File: src/rtl/perf_cntr_bank.sv
`default_nettype none
// ============================================================================
// Module      : perf_cntr_bank
// Description : Bank of NUM_CNTRS performance counters on the data bus perf
//               window. Each channel runs in clear / run / hold / event mode,
//               keeps a sticky overflow flag (write-1-to-clear) and can be
//               driven together through a global control register. Read data
//               is registered (1-cycle latency).
// Revision    : 1.0 - initial release
//
// Ports
//   clk_i    in   1           system clock
//   rst_i    in   1           synchronous active-high reset
//   addr_i   in   ADDR_WIDTH  byte address (read and write)
//   wdata_i  in   32          write data
//   w_en_i   in   1           write strobe (already window-qualified)
//   event_i  in   NUM_CNTRS   per-channel event pulses
//   rdata_o  out  32          registered read data
//
// Register map (ch = addr[ADDR_WIDTH-1:4], reg = addr[3:2])
//   ch < NUM_CNTRS : 0 CTRL, 1 HI, 2 LO, 3 STATUS
//   ch == NUM_CNTRS: 0 GCTRL (WO), 1 SNAP (WO), 2 ID (RO), 3 reads 0
//
// Build option
//   PERF_SNAPSHOT_EN : adds per-channel shadow registers loaded by a SNAP
//                      write; HI/LO then read the shadow instead of the live
//                      counter, and ID bit 31 reads 1.
// ============================================================================
module perf_cntr_bank #(
  parameter int NUM_CNTRS  = 4,
  parameter int CNTR_WIDTH = 64,
  parameter int ADDR_WIDTH = 8
) (
  input  logic                  clk_i,
  input  logic                  rst_i,
  input  logic [ADDR_WIDTH-1:0] addr_i,
  input  logic [31:0]           wdata_i,
  input  logic                  w_en_i,
  input  logic [NUM_CNTRS-1:0]  event_i,
  output logic [31:0]           rdata_o
);

  localparam int CH_W = ADDR_WIDTH - 4;

  localparam logic [1:0] c_mode_clear = 2'd0;
  localparam logic [1:0] c_mode_run   = 2'd1;
  localparam logic [1:0] c_mode_event = 2'd3;

  localparam logic [1:0] c_reg_ctrl   = 2'd0;
  localparam logic [1:0] c_reg_hi     = 2'd1;
  localparam logic [1:0] c_reg_lo     = 2'd2;
  localparam logic [1:0] c_reg_status = 2'd3;
  localparam logic [1:0] c_reg_gctrl  = 2'd0;
  localparam logic [1:0] c_reg_snap   = 2'd1;
  localparam logic [1:0] c_reg_id     = 2'd2;

  localparam logic [CNTR_WIDTH-1:0] c_cntr_one = CNTR_WIDTH'(1);

`ifdef PERF_SNAPSHOT_EN
  localparam logic c_snap_present = 1'b1;
`else
  localparam logic c_snap_present = 1'b0;
`endif

  localparam logic [31:0] c_id_word = {c_snap_present, 15'd0,
                                       8'(CNTR_WIDTH), 8'(NUM_CNTRS)};

  // --------------------------------------------------------------------------
  // State
  // --------------------------------------------------------------------------
  logic [1:0]            r_mode [NUM_CNTRS];
  logic [CNTR_WIDTH-1:0] r_cntr [NUM_CNTRS];
  logic [NUM_CNTRS-1:0]  r_ovf;
  logic [31:0]           r_rdata;

  // --------------------------------------------------------------------------
  // Address decode
  // --------------------------------------------------------------------------
  logic [CH_W-1:0]      w_ch;
  logic [1:0]           w_reg;
  logic                 w_glb_sel;
  logic                 w_gctrl_wr;
  logic                 w_snap_wr;
  logic [NUM_CNTRS-1:0] w_ch_sel;
  logic [NUM_CNTRS-1:0] w_ctrl_wr;
  logic [NUM_CNTRS-1:0] w_ovf_clr;
  logic [NUM_CNTRS-1:0] w_inc;
  logic [NUM_CNTRS-1:0] w_wrap;

  assign w_ch       = addr_i[ADDR_WIDTH-1:4];
  assign w_reg      = addr_i[3:2];
  assign w_glb_sel  = (w_ch == CH_W'(NUM_CNTRS));
  assign w_gctrl_wr = w_en_i & w_glb_sel & (w_reg == c_reg_gctrl);
  assign w_snap_wr  = w_en_i & w_glb_sel & (w_reg == c_reg_snap);

  always_comb begin
    w_ch_sel  = '0;
    w_ctrl_wr = '0;
    w_ovf_clr = '0;
    w_inc     = '0;
    w_wrap    = '0;
    for (int n = 0; n < NUM_CNTRS; n++) begin
      w_ch_sel[n]  = (w_ch == CH_W'(n));
      w_ctrl_wr[n] = w_en_i & w_ch_sel[n] & (w_reg == c_reg_ctrl);
      w_ovf_clr[n] = w_en_i & w_ch_sel[n] & (w_reg == c_reg_status) & wdata_i[0];
      w_inc[n]     = (r_mode[n] == c_mode_run) |
                     ((r_mode[n] == c_mode_event) & event_i[n]);
      // Incrementing from all-ones is the only way to wrap
      w_wrap[n]    = w_inc[n] & (&r_cntr[n]);
    end
  end

  // --------------------------------------------------------------------------
  // Modes, counters and overflow flags
  // The counter acts on r_mode as registered, so a CTRL write only changes
  // counting behaviour from the cycle after the write.
  // --------------------------------------------------------------------------
  always_ff @(posedge clk_i) begin
    if (rst_i) begin
      for (int n = 0; n < NUM_CNTRS; n++) begin
        r_mode[n] <= '0;
        r_cntr[n] <= '0;
      end
      r_ovf <= '0;
    end else begin
      for (int n = 0; n < NUM_CNTRS; n++) begin
        if (w_ctrl_wr[n] || w_gctrl_wr) begin
          r_mode[n] <= wdata_i[1:0];
        end

        if (r_mode[n] == c_mode_clear) begin
          r_cntr[n] <= '0;
        end else if (w_inc[n]) begin
          r_cntr[n] <= r_cntr[n] + c_cntr_one;
        end

        // A wrap in the same cycle as a W1C keeps the flag set
        if (w_wrap[n]) begin
          r_ovf[n] <= 1'b1;
        end else if (w_ovf_clr[n]) begin
          r_ovf[n] <= 1'b0;
        end
      end
    end
  end

  // --------------------------------------------------------------------------
  // Counter view for HI/LO reads, zero-extended to 64 bits
  // --------------------------------------------------------------------------
  logic [63:0] w_view [NUM_CNTRS];

`ifdef PERF_SNAPSHOT_EN
  logic [CNTR_WIDTH-1:0] r_shadow [NUM_CNTRS];

  // Captures the pre-increment counter value of the SNAP write edge
  always_ff @(posedge clk_i) begin
    if (rst_i) begin
      for (int n = 0; n < NUM_CNTRS; n++) begin
        r_shadow[n] <= '0;
      end
    end else if (w_snap_wr) begin
      for (int n = 0; n < NUM_CNTRS; n++) begin
        r_shadow[n] <= r_cntr[n];
      end
    end
  end

  always_comb begin
    for (int n = 0; n < NUM_CNTRS; n++) begin
      w_view[n] = 64'(r_shadow[n]);
    end
  end
`else
  always_comb begin
    for (int n = 0; n < NUM_CNTRS; n++) begin
      w_view[n] = 64'(r_cntr[n]);
    end
  end
`endif

  // --------------------------------------------------------------------------
  // Read mux (values before this edge's updates) and read register
  // --------------------------------------------------------------------------
  logic [31:0] w_rdata;

  always_comb begin
    w_rdata = '0;
    for (int n = 0; n < NUM_CNTRS; n++) begin
      if (w_ch_sel[n]) begin
        case (w_reg)
          c_reg_ctrl: w_rdata = {30'd0, r_mode[n]};
          c_reg_hi:   w_rdata = w_view[n][63:32];
          c_reg_lo:   w_rdata = w_view[n][31:0];
          default:    w_rdata = {31'd0, r_ovf[n]};
        endcase
      end
    end
    if (w_glb_sel && (w_reg == c_reg_id)) begin
      w_rdata = c_id_word;
    end
  end

  always_ff @(posedge clk_i) begin
    if (rst_i) begin
      r_rdata <= '0;
    end else begin
      r_rdata <= w_rdata;
    end
  end

  assign rdata_o = r_rdata;

  // Bits that carry no function in this block
  logic w_unused;
  assign w_unused = &{1'b0, addr_i[1:0], wdata_i[31:2], w_snap_wr};

endmodule
`default_nettype wire
File: config.mk
export PLATFORM = sky130hd
export DESIGN_NAME = perf_cntr_bank
export DESIGN_NICKNAME = d
export VERILOG_FILES = /design/src/rtl/perf_cntr_bank.sv
export SDC_FILE = /design/constraint.sdc
export NUM_CORES = 1
export LEC_CHECK = 0
export BUFFER_PORTS_ARGS = -buffer_cell sky130_fd_sc_hd__buf_2
export CORE_ASPECT_RATIO = 0.9
export CORE_UTILIZATION = 68
export DETAILED_ROUTE_END_ITERATION = 12
export GPL_TIMING_DRIVEN = 0
export PLACE_DENSITY = 0.87
export SLEW_MARGIN = 20
export SYNTH_ARGS = -nofsm -noshare
export SYNTH_HDL_FRONTEND = slang
export SYNTH_SLANG_ARGS = --single-unit
File: constraint.sdc
create_clock -name clk_i -period 9.5 [get_ports clk_i]
set_clock_uncertainty 0.2 [all_clocks]
set_input_delay 0.95 -clock clk_i [delete_from_list [all_inputs] [get_ports clk_i]]
set_output_delay 0.95 -clock clk_i [all_outputs]
set_load 0.005 [all_outputs]
==> results of run 1 <==
-- worst max-delay path: cells and delay by family --
family / cells / cell delay, ns
buffers and inverters: 4 / 1.69
AO/OA/AOI/OAI: 1 / 0.38
AND/OR/NAND/NOR: 2 / 0.77
-- placed cells by master (no fill, tap or decap), drive strengths merged, types with 4 or more instances in the layout --
master and count:
a21oi 149, a221oi 44, a22oi 76, and2 19
and3 19, and4 29, buf 75, clkbuf 154
clkinv 9, dfxtp 36, edfxtp 264, ha 4
inv 42, mux2i 5, mux4 4, nand2 108
nand2b 11, nand3 110, nand3b 13, nand4 98
nor2 192, nor2b 7, nor3 29, nor4 69
o21a 5, o21ai 90, o22ai 31, o31ai 43
o41ai 4, or2 7, or3 78, or4 50
xnor2 67, xor2 52
-- worst paths after layout --
check / slack [ns] / end / depth (start not counted) / startpoint
min: 0.40 / r_ovf[0] / 3 / r_ovf[0]
max: 5.87 / rdata_o[10] / 7 / addr_i[2]
min reg2reg: 0.40 / r_ovf[0] / 3 / r_ovf[0]
max reg2reg: 6.12 / r_cntr[0][53] / 5 / r_cntr[0][20]
-- metrics by stage --
stage	hold slack, ns	util (%)	total power, uW	setup WS (ns)
floorplan	0.340	-	1770	5.65
global placement	0.364	71.6	1880	4.29
detailed placement	0.376	72.4	1900	5.75
CTS	0.386	76.7	3200	6.14
global route	0.413	76.7	3280	5.86
finish	0.403	76.7	3220	5.87
-- layer usage --
metal	share of wire, %	track usage [%]	vias to the layer above
met5	0.042	0	-
met4	5.6	21.2	4
met3	14	9.65	286
met2	45	68.4	1513
met1	36	58.3	8192
li1	-	-	7625
-- layout make-up --
| type | count | area (um^2) |
|---|---|---|
| buffer | 122 | 470 |
| clock buffer | 45 | 985 |
| clock inverter | 16 | 134 |
| fill | 1826 | 6070 |
| inverter | 38 | 143 |
| multi-input combinational | 1443 | 8750 |
| sequential | 300 | 8650 |
| tap | 348 | 435 |
| timing repair buffer | 62 | 433 |
-- state kept, by name, indices dropped and copies added, names as in the netlist --
register	cells
rdata_o	32
r_ovf	4
r_mode	8
r_cntr	256
-- power breakdown --
part | switching (uW) | internal (uW) | total (uW)
Clock | 557 | 764 | 1320
Combinational | 171 | 84.5 | 255
Sequential | 121 | 1520 | 1640
-- cells by family after synthesis --
kind of cell               count (synthesis)
muxes                                      9
xor gates and xnor gates                 119
and+or+nand+nor                          853
adders and majority gates                  4
AOI/OAI and AO/OA                        458
buffers and inverters                    160
DFF                                      300
==> impl_metrics.yaml, run 1 <==
die:
  initial_core_utilization_pct: 69.1
  floorplan.die_area_um2: 27100
  std_cell_rows: 56
  number_of_top_level_design_ports: 79
  core_region_area_um2: 26100
  dieHeight_um: 156
  die_w_um: 174
placement:
  numPlacedInstances: 2313
  place.gp.congestion: 1.05
  post-dp-hpwl_mm: 43.3
  port-buffer-count: 46
  placedInstanceArea_um2: 18900
setup_path:
  cp_common_cell: "clkbuf_1"
  critical_path.max_fanout: 10
  crit_path_capture_type: "register"
  worst_ep_arrival_time_ns: 3.79
  start_kind: "input port"
  timing.critical_path.slowest_stage_cell: "nor4_1"
  category_of_the_critical_setup_timing_path: "in2reg"
  critical_path_required_ns: 9.66
  timing.critical_path.slowest_cell_delay_ns: 0.62
  crit_chain: "buf_2 > nor2b_1 > clkbuf_1 > clkbuf_1 > clkbuf_1 > a221oi_1 > nor4_1"
status:
  status: "complete, no violations"
yosys:
  postSynth.asyncResetShare_pct: 0
  yosys.area.top_type_share_pct: 44.0
  synthAdderAreaFrac_pct: 0.278
  post_synth_xor_area_fraction_pct: 5.79
  yosysSeqAreaShare_pct: 48.0
  synth_commonest_cells: "264 x edfxtp_1, 192 x nor2_1, 149 x a21oi_1"
  synth_top_family_by_area: "simple AND/OR/NAND/NOR gates"
  synth.ff_latch_count: 300
  synth.yosys.warnings: 0
  synthesis.area_um2: 18000
  netlist-cell-type-count: 51
  post_synth_and_or_nand_nor_area_fraction_pct: 25.8
  synth.area.top_cells: "edfxtp_1 44%, a21oi_1 4.1%, dfxtp_1 4.0%"
  synthesis.nets: 1954
  synth_top_cell_by_area: "edfxtp_1"
  synth-compound-area-share_pct: 16.0
  synth.avg_cell_area_um2: 9.46
  yosys-mux-area-fraction_pct: 0.778
  synth_edf_count: 264
  dominantRegCellSynth: "edfxtp_1"
  postSynthCellCount: 1903
  synth.most_common_cell: "edfxtp_1"
clock_network:
  worst_skew_pair.late_latency_ns: 0.54
  hold_bufs_inserted_after_cts: 0
  cts.htree.levels: 2
  clk_root_buffer_cell: "clkbuf_16"
  cts_repair_resize_count: 0
  cts_buffers: 34
  post_cts.repair.setup_buffers: 0
  cts_tree: "built"
  clk_pin_slew_ns: 0.06
  cts-root-to-sink-buffers: 3
  cts.sink_count: 300
run:
  max-cap-violations: 0
detailed_routing:
  routed_length_per_placed_instance_um: 25.1
  post_drt_antenna_nets: 0
  routed-via-count: 17600
  drt-vias-per-instance: 7.42
  dr.first_iter.drc_count: 3291
  drc_errors: 0
  routed_wl_mm: 59.6
  dr.pass1.iters: 7
cells_and_area:
  layout-area-overhead-vs-synth_pct: 11.1
  finished_cell_area_um2: 20000
  num-nets-final: 2052
  finalNonFillerCells: 2374
  antenna_cells: 0
  drive_gt1_share_pct: 7.21
hold_path:
  holdCritPathClass: "reg2reg"
timing:
  hold_viol_final: 0
  setup_total_negative_slack_ns: 0
  layout_min_cycle_time_ns: 3.63
  grt_setup_unrepaired: "false"
  finalSetupViolations: 0
  portion_of_the_clock_cycle_consumed_by_the_worst_path_in_the_final_layout_pct: 38.2
  max_clock_freq_ghz: 0.276
  max-slew-margin-rel_pct: 27.8
  tightest_slew_ns: 1.07
  slew_violations: 0
grt:
  grt_util_all_layers_pct: 43.8
  grt_max_degree: 18
  grt_pass1_vias: 15900
  grt_remaining_overflow: 0
  antenna_violations_before_repair: 3
  first_pass_grt_wire_length_mm: 91.3
pwr:
  power-per-cell-area_nw_per_um2: 161
  cellLeakagePower_uw: 0.00599
  vdd_drop_max_v: 0.000183
(Power assumes the default switching activity.)
==> run 2: changes to the inputs <==
--- a/config.mk
+++ b/config.mk
@@ -7,10 +7,10 @@
 export LEC_CHECK = 0
 export BUFFER_PORTS_ARGS = -buffer_cell sky130_fd_sc_hd__buf_2
 export CORE_ASPECT_RATIO = 0.9
-export CORE_UTILIZATION = 68
+export CORE_UTILIZATION = 57
 export DETAILED_ROUTE_END_ITERATION = 12
 export GPL_TIMING_DRIVEN = 0
-export PLACE_DENSITY = 0.87
+export PLACE_DENSITY = 0.78
 export SLEW_MARGIN = 20
 export SYNTH_ARGS = -nofsm -noshare
 export SYNTH_HDL_FRONTEND = slang
==> constraint.sdc (replaced) <==
create_clock -name clk_i -period 3.15 [get_ports clk_i]
set_clock_uncertainty 0.2 [all_clocks]
set_input_delay 0.315 -clock clk_i [delete_from_list [all_inputs] [get_ports clk_i]]
set_output_delay 0.315 -clock clk_i [all_outputs]
set_load 0.005 [all_outputs]
==> impl_metrics.yaml, run 2 (synthesis results as in run 1) <==
clock_network:
  clk_root_buffer_cell: "clkbuf_16"
  cts.sink_count: 300
  clk_pin_slew_ns: 0.06
  cts.htree.levels: 2
  hold_bufs_inserted_after_cts: 0
  cts_buffers: 35
  cts-root-to-sink-buffers: 3
  worst_skew_pair.late_latency_ns: 0.54
  cts_tree: "built"
run:
  max-cap-violations: 0
hold_path:
  holdCritPathClass: "in2reg"
cells_and_area:
  finished_cell_area_um2: 20500
  largest_register: "r_cntr"
  final_common_cell: "edfxtp_1"
  utilization_pct: 66.1
  layout-area-overhead-vs-synth_pct: 13.7
  layout_common_cells: "264 x edfxtp_1, 192 x nor2_1, 149 x a21oi_1"
  largest_register_ffs: 256
  num-nets-final: 2070
  drive_gt1_share_pct: 9.14
grt:
  antenna_violations_before_repair: 1
  first_pass_grt_wire_length_mm: 90.7
  grt_util_all_layers_pct: 36.7
  grt_remaining_overflow: 0
  grt_pass1_vias: 15500
  grt_max_degree: 18
timing:
  max-slew-margin-rel_pct: 29.4
  portion_of_the_clock_cycle_consumed_by_the_worst_path_in_the_final_layout_pct: 97.6
  layout_min_cycle_time_ns: 3.07
  final.hold.worst_slack_ns: 0.0317
  postLayoutSetupSlackWorst_ns: 0.0771
  grt_setup_unrepaired: "true"
  tightest_slew_ns: 1.05
  finalSetupViolations: 0
  hold_viol_final: 0
  max_clock_freq_ghz: 0.325
  slew_violations: 0
die:
  initial_core_utilization_pct: 58.1
  std_cell_rows: 61
  core_region_area_um2: 31000
  floorplan.die_area_um2: 32300
  number_of_top_level_design_ports: 79
  dieHeight_um: 171
  die_w_um: 189
setup_path:
  worst_ep_arrival_time_ns: 3.16
  cp_common_cell: "or4_4"
  category_of_the_critical_setup_timing_path: "reg2reg"
  critical_path.max_fanout: 10
  timing.critical_path.slowest_stage_cell: "or4_4"
  crit_path_capture_type: "register"
  timing.critical_path.slowest_cell_delay_ns: 0.59
  critical_path_required_ns: 3.23
  crit_chain: "nand4_4 > or4_4 > or4_4 > buf_6 > buf_2 > o31ai_2 > a21oi_1"
  start_kind: "register"
pwr:
  vdd_drop_max_v: 0.000428
  power-per-cell-area_nw_per_um2: 488
  cellLeakagePower_uw: 0.00622
  post-layout-total-power_uw: 9990
status:
  status: "complete, no violations"
detailed_routing:
  routed-via-count: 17300
  post_drt_antenna_nets: 0
  dr.pass1.iters: 6
  dr.first_iter.drc_count: 2944
  drc_errors: 0
  routed_length_per_placed_instance_um: 24.2
  drt-vias-per-instance: 7.06
  routed_wl_mm: 59.5
placement:
  place.gp.congestion: 1.01
  post-dp-hpwl_mm: 43.4
  place_ws_ns: -0.202
  port-buffer-count: 46
  placedInstanceArea_um2: 19000
## run 2: area by class of cell
cell class / instances / area [um^2]
clock buffers: 57 / 1150
fillers: 2542 / 10500
multi-input cells: 1443 / 8890
diodes: 1 / 2.50
clock inverters: 6 / 55.1
well taps: 409 / 512
flip-flops and latches: 300 / 8650
inverters: 38 / 143
plain buffers: 121 / 493
repair buffers: 80 / 581
## run 2: path summary, 6_finish.rpt
kind                                     from            end  slack, ns  cells past startpoint
worst max-delay path            r_cntr[2][13]  r_cntr[2][51]       0.08                      7
worst min-delay path               wdata_i[1]   r_mode[0][1]       0.03                      2
worst max register to register  r_cntr[2][13]  r_cntr[2][51]       0.08                      7
worst min register to register       r_ovf[0]       r_ovf[0]       0.39                      3
## run 2: worst max-delay path, delay by kind of cell (launching register included)
family,cells,cell delay [ns]
AND/OR/NAND/NOR,3,1.36
flip-flops,1,0.49
AO/OA/AOI/OAI,2,0.39
buffers and inverters,2,0.38
## run 2: repair_timing
action | 4_1_cts | 5_1_grt
gates resized for setup | 7 | 22
pin swaps | 3 | 4
setup buffers | 3 | 12
hold endpoints to repair | 0 | 0
setup endpoints to repair | 21 | 59
## run 2: metal layers
layer,global-route usage (%),part of all wire [%],up-vias
li1,-,-,7643
met1,50.1,39,8250
met2,57.1,44,1242
met3,7.49,12,205
met4,14.8,4.5,0
met5,0,0,-
## run 2: power breakdown
part | total, uW | switching [uW] | internal, uW
logic | 776 | 509 | 267
registers | 4940 | 357 | 4580
clock network | 4280 | 1690 | 2590
## run 2: through the flow
stage	TNS (ns)	cells
final	0	2455
after global routing	-0.191	2454
after CTS	0	2443
after detailed placement	-1.80	2377
after global placement	-310.10	2358
after floorplan	0	1903
